**config.mk**
```make
export PLATFORM = sky130hd
export DESIGN_NAME = alu_1bit
export DESIGN_NICKNAME = d
export VERILOG_FILES = /design/src/rtl/alu_1bit.sv
export SDC_FILE = /design/constraint.sdc
export NUM_CORES = 1
export LEC_CHECK = 0
export ABC_AREA = 1
export CAP_MARGIN = 25
export CORE_AREA = 2 2 39 41
export DETAILED_ROUTE_END_ITERATION = 10
export DIE_AREA = 0 0 41 43
export HOLD_SLACK_MARGIN = 0.03
export MAX_ROUTING_LAYER = met4
export PLACE_DENSITY = 0.58
export SETUP_SLACK_MARGIN = 0.3
export SLEW_MARGIN = 20
export SYNTH_ARGS = -nofsm -noshare
export SYNTH_HDL_FRONTEND = slang
export SYNTH_SLANG_ARGS = --single-unit
```
**constraint.sdc**
```tcl
create_clock -name clk -period 1.6 [get_ports clk]
set_clock_uncertainty 0.1 [all_clocks]
set_input_delay 0.32 -clock clk [delete_from_list [all_inputs] [get_ports clk]]
set_output_delay 0.32 -clock clk [all_outputs]
set_load 0.01 [all_outputs]
```
**src/rtl/alu_1bit.sv**
```systemverilog
// One bit slice of a ripple-carry ALU: combinational result/carry path plus
// a registered copy of Result and CarryOut with asynchronous clear.
module alu_1bit (
  input  logic       clk,
  input  logic       reset,
  input  logic       A,
  input  logic       B,
  input  logic       CIN,
  input  logic       AInvert,
  input  logic       BInvert,
  input  logic       Less,
  input  logic [2:0] Op,
  output logic       Result,
  output logic       CarryOut,
  output logic       Set,
  output logic       OvfLocal,
  output logic       Result_q,
  output logic       CarryOut_q
);

  typedef enum logic [2:0] {
    OP_AND  = 3'b000,
    OP_SLT  = 3'b001,
    OP_OR   = 3'b010,
    OP_XOR  = 3'b011,
    OP_ADD  = 3'b100,
    OP_NOR  = 3'b101,
    OP_NAND = 3'b110,
    OP_XNOR = 3'b111
  } alu_op_e;

  logic a_eff;
  logic b_eff;
  logic sum_bit;

  assign a_eff   = A ^ AInvert;
  assign b_eff   = B ^ BInvert;
  assign sum_bit = a_eff ^ b_eff ^ CIN;

  // Carry is produced for every Op so the ripple chain stays valid for SLT/SUB.
  assign CarryOut = (a_eff & b_eff) | (a_eff & CIN) | (b_eff & CIN);
  assign Set      = sum_bit;
  assign OvfLocal = CIN ^ CarryOut;

  always_comb begin
    Result = 1'b0;
    case (alu_op_e'(Op))
      OP_AND:  Result = a_eff & b_eff;
      OP_SLT:  Result = Less;
      OP_OR:   Result = a_eff | b_eff;
      OP_XOR:  Result = a_eff ^ b_eff;
      OP_ADD:  Result = sum_bit;
      OP_NOR:  Result = ~(a_eff | b_eff);
      OP_NAND: Result = ~(a_eff & b_eff);
      OP_XNOR: Result = ~(a_eff ^ b_eff);
      default: Result = 1'b0;
    endcase
  end

  always_ff @(posedge clk or posedge reset) begin
    if (reset) begin
      Result_q   <= 1'b0;
      CarryOut_q <= 1'b0;
    end else begin
      Result_q   <= Result;
      CarryOut_q <= CarryOut;
    end
  end

endmodule

```
## Yosys cells after proc, flatten, opt, wreduce, memory -nomap -nowiden

Index checks and enable logic that the tools add are counted.

| storage, ports and cells | value |
|---|---|
| register bits after elaboration | 2 |
| input bits | 11 |
| output and inout port bits | 6 |

| cells by class | value |
|---|---|
| equality and inequality tests | 7 |
| reduce and logical (&&, ||, !) cells | 1 |
| bitwise operators | 14 |
| multiplexer cells | 1 |

Operator list:

| kind | count |
|---|---|
| $eq 3x3->1 const B | 4 |
| $pmux 1 s8 | 1 |
| $eq 3x2->1 const B | 2 |
| $xor 1x1->1 | 5 |
| $and 1x1->1 | 3 |
| $eq 3x1->1 const B | 1 |
| $logic_not 3->1 | 1 |
| $not 1->1 | 3 |
| $or 1x1->1 | 3 |

## Depth between registers and ports, before layout

Gate-level depths: netlist of run 1.

| logic depth | value |
|---|---|
| word-level depth | 5 |
| mapped depth | 11 |
| depth with buffers taken out | 11 |

## Worst setup path after synthesis of run 1

No wires, ideal clock.

| path | value |
|---|---|
| kind | in2out |
| from | input port AInvert |
| to | output port Result |
| stages on the path | 11 |
| required time | 1.180 ns |
| arrival time | 1.306 ns |
| slack | -0.126 ns |
| cell sequence | inv_1 -> nand2_1 -> nand2_2 -> inv_1 -> ha_1 -> inv_1 -> nand2_1 -> nand2_1 -> nor2_1 -> nor2_1 -> nand4_1 |

| on the way | value |
|---|---|
| longest elaborated chain between the ends | 4 |
| elaborated cells between the ends (all ways) | 9 |
| classes of those cells | mux (1); bitwise (8) |

Ends and longest elaborated chain:

| what | line | text |
|---|---|---|
| from (decl) | 9 | `input logic AInvert,` |
| $xor 1x1->1 * | 36 | `assign a_eff = A ^ AInvert;` |
| $xor 1x1->1 (tied with other cells) | 38, 51, 55 |  |
| $xor 1x1->1 (tied with other cells) | 38 | `assign sum_bit = a_eff ^ b_eff ^ CIN;` |
| $pmux 1 s8 * | 47 | `case (alu_op_e'(Op))` |
| to (decl) | 13 | `output logic Result,` |

Mark *: on every way between the ends. The rest lies on a longest branch, timed or not.

## Worst setup path after layout of run 1

| path | value |
|---|---|
| from | input port BInvert |
| to | output port Result |

| on the way | value |
|---|---|
| longest elaborated chain between the ends | 4 |
| elaborated cells between the ends (all ways) | 9 |
| classes of those cells | mux (1); bitwise (8) |

Ends and longest elaborated chain:

| what | line | text |
|---|---|---|
| from (decl) | 10 | `input logic BInvert,` |
| $xor 1x1->1 * | 37 | `assign b_eff = B ^ BInvert;` |
| $xor 1x1->1 (tied with other cells) | 38, 51, 55 |  |
| $xor 1x1->1 (tied with other cells) | 38 |  |
| $pmux 1 s8 * | 47 |  |

Marked as above.

==> qor.txt, run 1 <==
Outcome: complete, but fails checks
Failing checks: setup timing
Worst endpoint required time: 1.18 ns
Crit path launch type: input pin
Max FO, Critical Path: 4
Critical Path Sink Type: output pin
Setup ws final: -0.209 ns
Yosys top cell by area: dfrtp_1
HP Class: input pin to async pin
Hold_ws: 0.146 ns
Largest net degree at the start of global routing: 7
Leak pwr: 0.345 nW
Seq pwr share: 15.9%
Switching Fraction: 31.9%
Final Util: 47.3%
Crit path arrival time: 1.39 ns
Crit-path most repeated cell: nand2_2
CTS Buffer Depth: 2
CP max stage cell: ha_4
Final setup viols: 4
Share of Yosys cell area claimed by the top area cell type: 17.6%
Die Area: 1760 um2
Worst Path Buf+Inv: 5
Clock sink count: 2
YS warnings: 0
Fillcell total: 150
Area Growth Syn to Fin: 130%
First-pass GRT wire length: 1210 um
Power density cells: 568 nW/um2
CP top delay family: simple AND/OR/NAND/NOR gates
Routability cong.: 0.668
Via density: 4.41
Crit path kind: input pin to output pin
Detailed-route via count: 415
PortBufs: 16
Final instance area: 654 um2
Post-synthesis cell area: 284 um2
Synth unique cells: 14
Clk root buf: clkbuf_4
Worst Tran Pin Value: 0.207 ns
Initial Util: 20.5%
Drt first pass iters: 2
Clock Power Share: 29.3%
Switching pwr: 119 uW
Worst slew margin: 86.1%
Routed WL: 728 um
Layout Cells excl Fill: 94
Final hold viol count: 0
Crit path time final: 1.81 ns
Final Slew Violations: 0
# H-tree levels: 1
Gate Count Post-Synth: 50
Number of instances in the placed design: 88
Number of global-route vias before repair: 346
Post-Syn Nets: 62
NumNets Final: 92
Placed Area: 539 um2
N_diodes: 0
FP Rows: 14
CP peak stage delay: 0.28 ns
Fraction of layout cells with a size suffix above 1: 56.4%
Sequential fraction of the synthesis area: 17.6%
CORE AREA: 1380 um2
Post-route ant nets: 0
Leading cell types in the layout, fill and taps excluded: 6 x inv_2, 6 x nand2_2, 6 x nor2_1, 6 x buf_4
Clock transition at path regs: 0.03 ns
Detailed Route Iter0 Violations: 6
Comb power frac: 54.8%
CTS buffer count: 3
Remaining Overflow, GRT: 0
Tot GR Track Use: 10.1%
Initial antenna violation count: 0
Final HPWL DP: 598 um
Die width: 41 um
Synth Register Bits: 2
Max frequency: 0.553 GHz
Io pins: 17
Unrepaired setup endpoints after global routing: true
DRC: 0
Placement Setup Slack: -1.14 ns
Number of max-cap violations: 0
CTS tree: yes
Drt wl/cell: 7.74 um
Final worst-path cycle share: 113%
Top post-synthesis cells by area: dfrtp_1 18%, inv_1 17%, nand2_1 12%
Internal power: 253 uW
Die Height: 43 um
VDD IR max: 0.223 mV
Crit path cell chain: buf_8, inv_2, nand2_2, nand2_4, inv_4, ha_4, inv_2, nand2_2, nand2_2, nor2_1, nor2_1, nand4_1, buf_2
Syn avg cell area: 5.68 um2
==> cell families after synthesis <==
| family | Yosys count | synth area share [%] |
|---|---|---|
| buffers and inverters | 15 | 19.8 |
| adder cells (fa/ha/maj) | 1 | 4.40 |
| AO/OA/AOI/OAI | 3 | 8.81 |
| AND/OR/NAND/NOR | 29 | 49.3 |
| flip-flops | 2 | 17.6 |
==> sequential cells by signal, indices dropped and copies added (netlist names) <==
register,count
CarryOut_q,1
Result_q,1
==> power by group through the flow <==
stage	registers (mW)	clock network, mW	logic (mW)
floorplan	0.0638	0	0.0721
global placement	0.0598	0	0.174
detailed placement	0.0603	0	0.176
CTS	0.0594	0.115	0.171
global route	0.0603	0.118	0.224
finish	0.0592	0.109	0.204
==> area by class of cell <==
class	instances	area (um2)	share of cell area, %
timing repair buffer	25	250	38.2
multi-input combinational	33	233	35.6
inverter	15	78.8	12.0
sequential	2	50.0	7.65
clock buffer	3	22.5	3.44
tap	16	20.0	3.06
==> per-stage QoR <==
stage | total power, mW | TNS [ns]
detailed placement | 0.237 | -4.49
floorplan | 0.136 | 0
global placement | 0.234 | -4.31
CTS | 0.345 | -0.478
finish | 0.372 | -0.498
global route | 0.402 | -0.760
==> routing by layer <==
layer  vias to the layer above  routed length (um)  track usage (%)
met3                         0                  74             3.14
met5                         -                   0                -
li1                        207                   -                -
met1                       195                 234             9.52
met4                         0                   0             4.00
met2                        13                 420             17.8
==> cells in the mapped netlist <==
library cell	n
nand2_1	9
inv_1	13
o21ai_2	1
ha_1	1
nand2_4	1
inv_2	2
nor2_1	6
nand2_2	4
nand3_1	4
nor3_1	3
nand4_1	2
a21oi_1	1
a21boi_2	1
dfrtp_1	2
==> worst max path at each step <==
stage	start	end	slack, ns	cells after the start
floorplan	A	Result	0.002	11
global route	BInvert	Result	-0.29	13
finish	BInvert	Result	-0.21	13
detailed placement	A	Result	-1.14	12
global placement	A	Result	-1.11	12
CTS	BInvert	Result	-0.23	12
==> timing repair <==
action	in CTS	in global routing
pin swaps	8	10
setup endpoints to repair	8	6
gates resized for setup	50	20
cloned	0	0
hold buffers	0	0
setup buffers	2	1
No activity file was read; power rests on OpenSTA's default activity.
==> inputs of run 2 (changes only) <==
CTS_CLUSTER_DIAMETER = 30   (was default)
==> results of run 2 <==
No change in the layout: final DEF, timing and power equal those of run 1.
==> inputs of run 3 (changes only) <==
CTS_BUF_LIST = sky130_fd_sc_hd__clkbuf_4 sky130_fd_sc_hd__clkbuf_8   (was default)
DONT_BUFFER_PORTS = 1   (was default)
PLACE_DENSITY = 0.4   (was 0.58)
==> run 3 against run 2 <==
- the run still ends with setup timing left
- highest routed layer unchanged
- count of clock-buffer cells in the layout did not move
- hold slack improved by 0.035 ns
- largest power group unchanged
- first-iteration DRC count fell by 83%
- critical path type unchanged
==> qor.txt, run 3 (synthesis results as in run 1) <==
Routability cong.: 0.686 (was 0.668)
HP Class: input pin to flop (was input pin to async pin)
Number of global-route vias before repair: 319 (was 346)
Final setup viols: 1 (was 4)
Clock transition at path regs: 0.03 ns (about the same)
Worst slew margin: 87.5% (was 86.1%)
Placement Setup Slack: -0.0419 ns (was -1.14 ns)
Post-route ant nets: 0 (unchanged)
Clock sink count: 2 (unchanged)
Setup ws final: -0.00678 ns (was -0.209 ns)
Number of max-cap violations: 0 (unchanged)
Outcome: complete, but fails checks (unchanged)
Remaining Overflow, GRT: 0 (unchanged)
Failing checks: setup timing (unchanged)
Final Slew Violations: 0 (unchanged)
Crit path time final: 1.61 ns (was 1.81 ns)
NumNets Final: 73 (was 92)
Layout Cells excl Fill: 75 (was 94)
Area occupied by multi-input gates: 238 um2 (was 233 um2)
Number of instances in the placed design: 69 (was 88)
FP Rows: 14 (unchanged)
Crit path kind: input pin to output pin (unchanged)
Crit path arrival time: 1.19 ns (was 1.39 ns)
Drt wl/cell: 8.83 um (was 7.74 um)
Worst Tran Pin Value: 0.187 ns (was 0.207 ns)
Top flop regs: CarryOut_q x1, Result_q x1 (unchanged)
Final HPWL DP: 538 um (was 598 um)
Worst Path Buf+Inv: 6 (was 5)
CTS Buffer Depth: 2 (unchanged)
Io pins: 17 (unchanged)
Final hold viol count: 0 (unchanged)
Initial Util: 20.5% (unchanged)
Initial antenna violation count: 0 (unchanged)
CP top delay family: buffers and inverters (was simple AND/OR/NAND/NOR gates)
Unrepaired setup endpoints after global routing: true (unchanged)
Hold_ws: 0.180 ns (was 0.146 ns)
Fraction of layout cells with a size suffix above 1: 55.9% (was 56.4%)
CP peak stage delay: 0.28 ns (about the same)
VDD IR max: 0.177 mV (was 0.223 mV)
Clk root buf: clkbuf_4 (unchanged)
Detailed Route Iter0 Violations: 1 (was 6)
PortBufs: 0 (was 16)
Final worst-path cycle share: 100% (was 113%)
Leak pwr: 0.247 nW (was 0.345 nW)
Tot GR Track Use: 9.31% (was 10.1%)
Register Area: 50.0 um2 (unchanged)
Area Growth Syn to Fin: 69.6% (was 130%)
Power density cells: 630 nW/um2 (was 568 nW/um2)
N_diodes: 0 (unchanged)
Die Height: 43 um (unchanged)
Detailed-route via count: 325 (was 415)
Fillcell total: 161 (was 150)
CP max stage cell: ha_4 (unchanged)
Leading cell types in the layout, fill and taps excluded: 7 x nand2_2, 5 x inv_1, 5 x nor2_1 (was 6 x inv_2, 6 x nand2_2, 6 x nor2_1, 6 x buf_4)
Crit path cell chain: clkinv_8, nand2_4, nand2_4, inv_4, ha_4, inv_2, nand2_2, nand2_2, buf_4, buf_6, inv_4 (was buf_8, inv_2, nand2_2, nand2_4, inv_4, ha_4, inv_2, nand2_2, nand2_2, nor2_1, nor2_1, nand4_1, buf_2)
Commonest non-fill, non-tap cell in the layout: nand2_2
Crit path launch type: input pin (unchanged)
Worst endpoint required time: 1.18 ns (about the same)
CORE AREA: 1380 um2 (unchanged)
CTS buffer count: 3 (unchanged)
Die width: 41 um (unchanged)
Via density: 4.33 (was 4.41)
Critical Path Sink Type: output pin (unchanged)
Die Area: 1760 um2 (unchanged)
Largest net degree at the start of global routing: 7 (unchanged)
First-pass GRT wire length: 1140 um (was 1210 um)
Drt first pass iters: 2 (unchanged)
Max frequency: 0.622 GHz (was 0.553 GHz)
Max FO, Critical Path: 4 (unchanged)
Final instance area: 482 um2 (was 654 um2)
Placed Area: 357 um2 (was 539 um2)
# H-tree levels: 1 (unchanged)
CTS tree: yes (unchanged)
Routed WL: 662 um (was 728 um)
DRC: 0 (unchanged)
==> run 3: changes by cell type in the layout (fill, tap and decap cells not counted), moves of 2 or more <==
cell / previous run / this run
buf_8: 3 / 0
clkdlybuf4s50_1: 2 / 0
inv_2: 6 / 4
inv_8: 0 / 3
buf_4: 6 / 3
dlygate4sd2_1: 5 / 0
buf_6: 5 / 2
buf_2: 2 / 0
==> run 3: layout make-up <==
class / instances / area share [%]
Tap cell: 16 / 4.16
Clock buffer: 3 / 4.68
Inverter: 15 / 20.0
Sequential cell: 2 / 10.4
Timing Repair Buffer: 6 / 11.4
Multi-Input combinational cell: 33 / 49.4
==> run 3: per-stage QoR <==
stage / total power, mW / setup TNS (ns) / util [%]
3_5_place_dp: 0.159 / -0.0419 / 25.8
3_3_place_gp: 0.159 / -0.0292 / 25.8
5_1_grt: 0.327 / -0.164 / 34.8
4_1_cts: 0.298 / -0.0150 / 31.8
2_1_floorplan: 0.136 / 0 / -
6_report: 0.303 / -0.00678 / 34.8
==> run 3: timing repair <==
action	in CTS	in global routing
pin swaps	11	10
endpoints found under the setup margin	3	4
gates cloned	0	0
hold buffers	1	0
resized for setup	14	9
setup buffers	1	1
hold endpoints to repair	2	0
==> run 3: final timing paths <==
check                      start         end  slack, ns  cells past startpoint
max in group asynchronous  reset    Result_q       1.00                      2
min in group asynchronous  reset  CarryOut_q       0.29                      2
max                            B         Set     -0.007                     11
min                          CIN  CarryOut_q       0.18                      2
==> run 3: metal layers <==
layer / GRT usage [%] / vias to the layer above / share of wire, %
met4: 6.00 / 0 / 0
met2: 16.3 / 8 / 63
met1: 9.49 / 146 / 31
met3: 0 / 0 / 6.5
met5: - / - / 0
li1: - / 171 / -
==> run 3: power breakdown <==
group	internal, mW	total [mW]	switching, mW
clock	0.0825	0.109	0.0265
sequential	0.0579	0.0636	0.00567
combinational	0.0649	0.131	0.0657
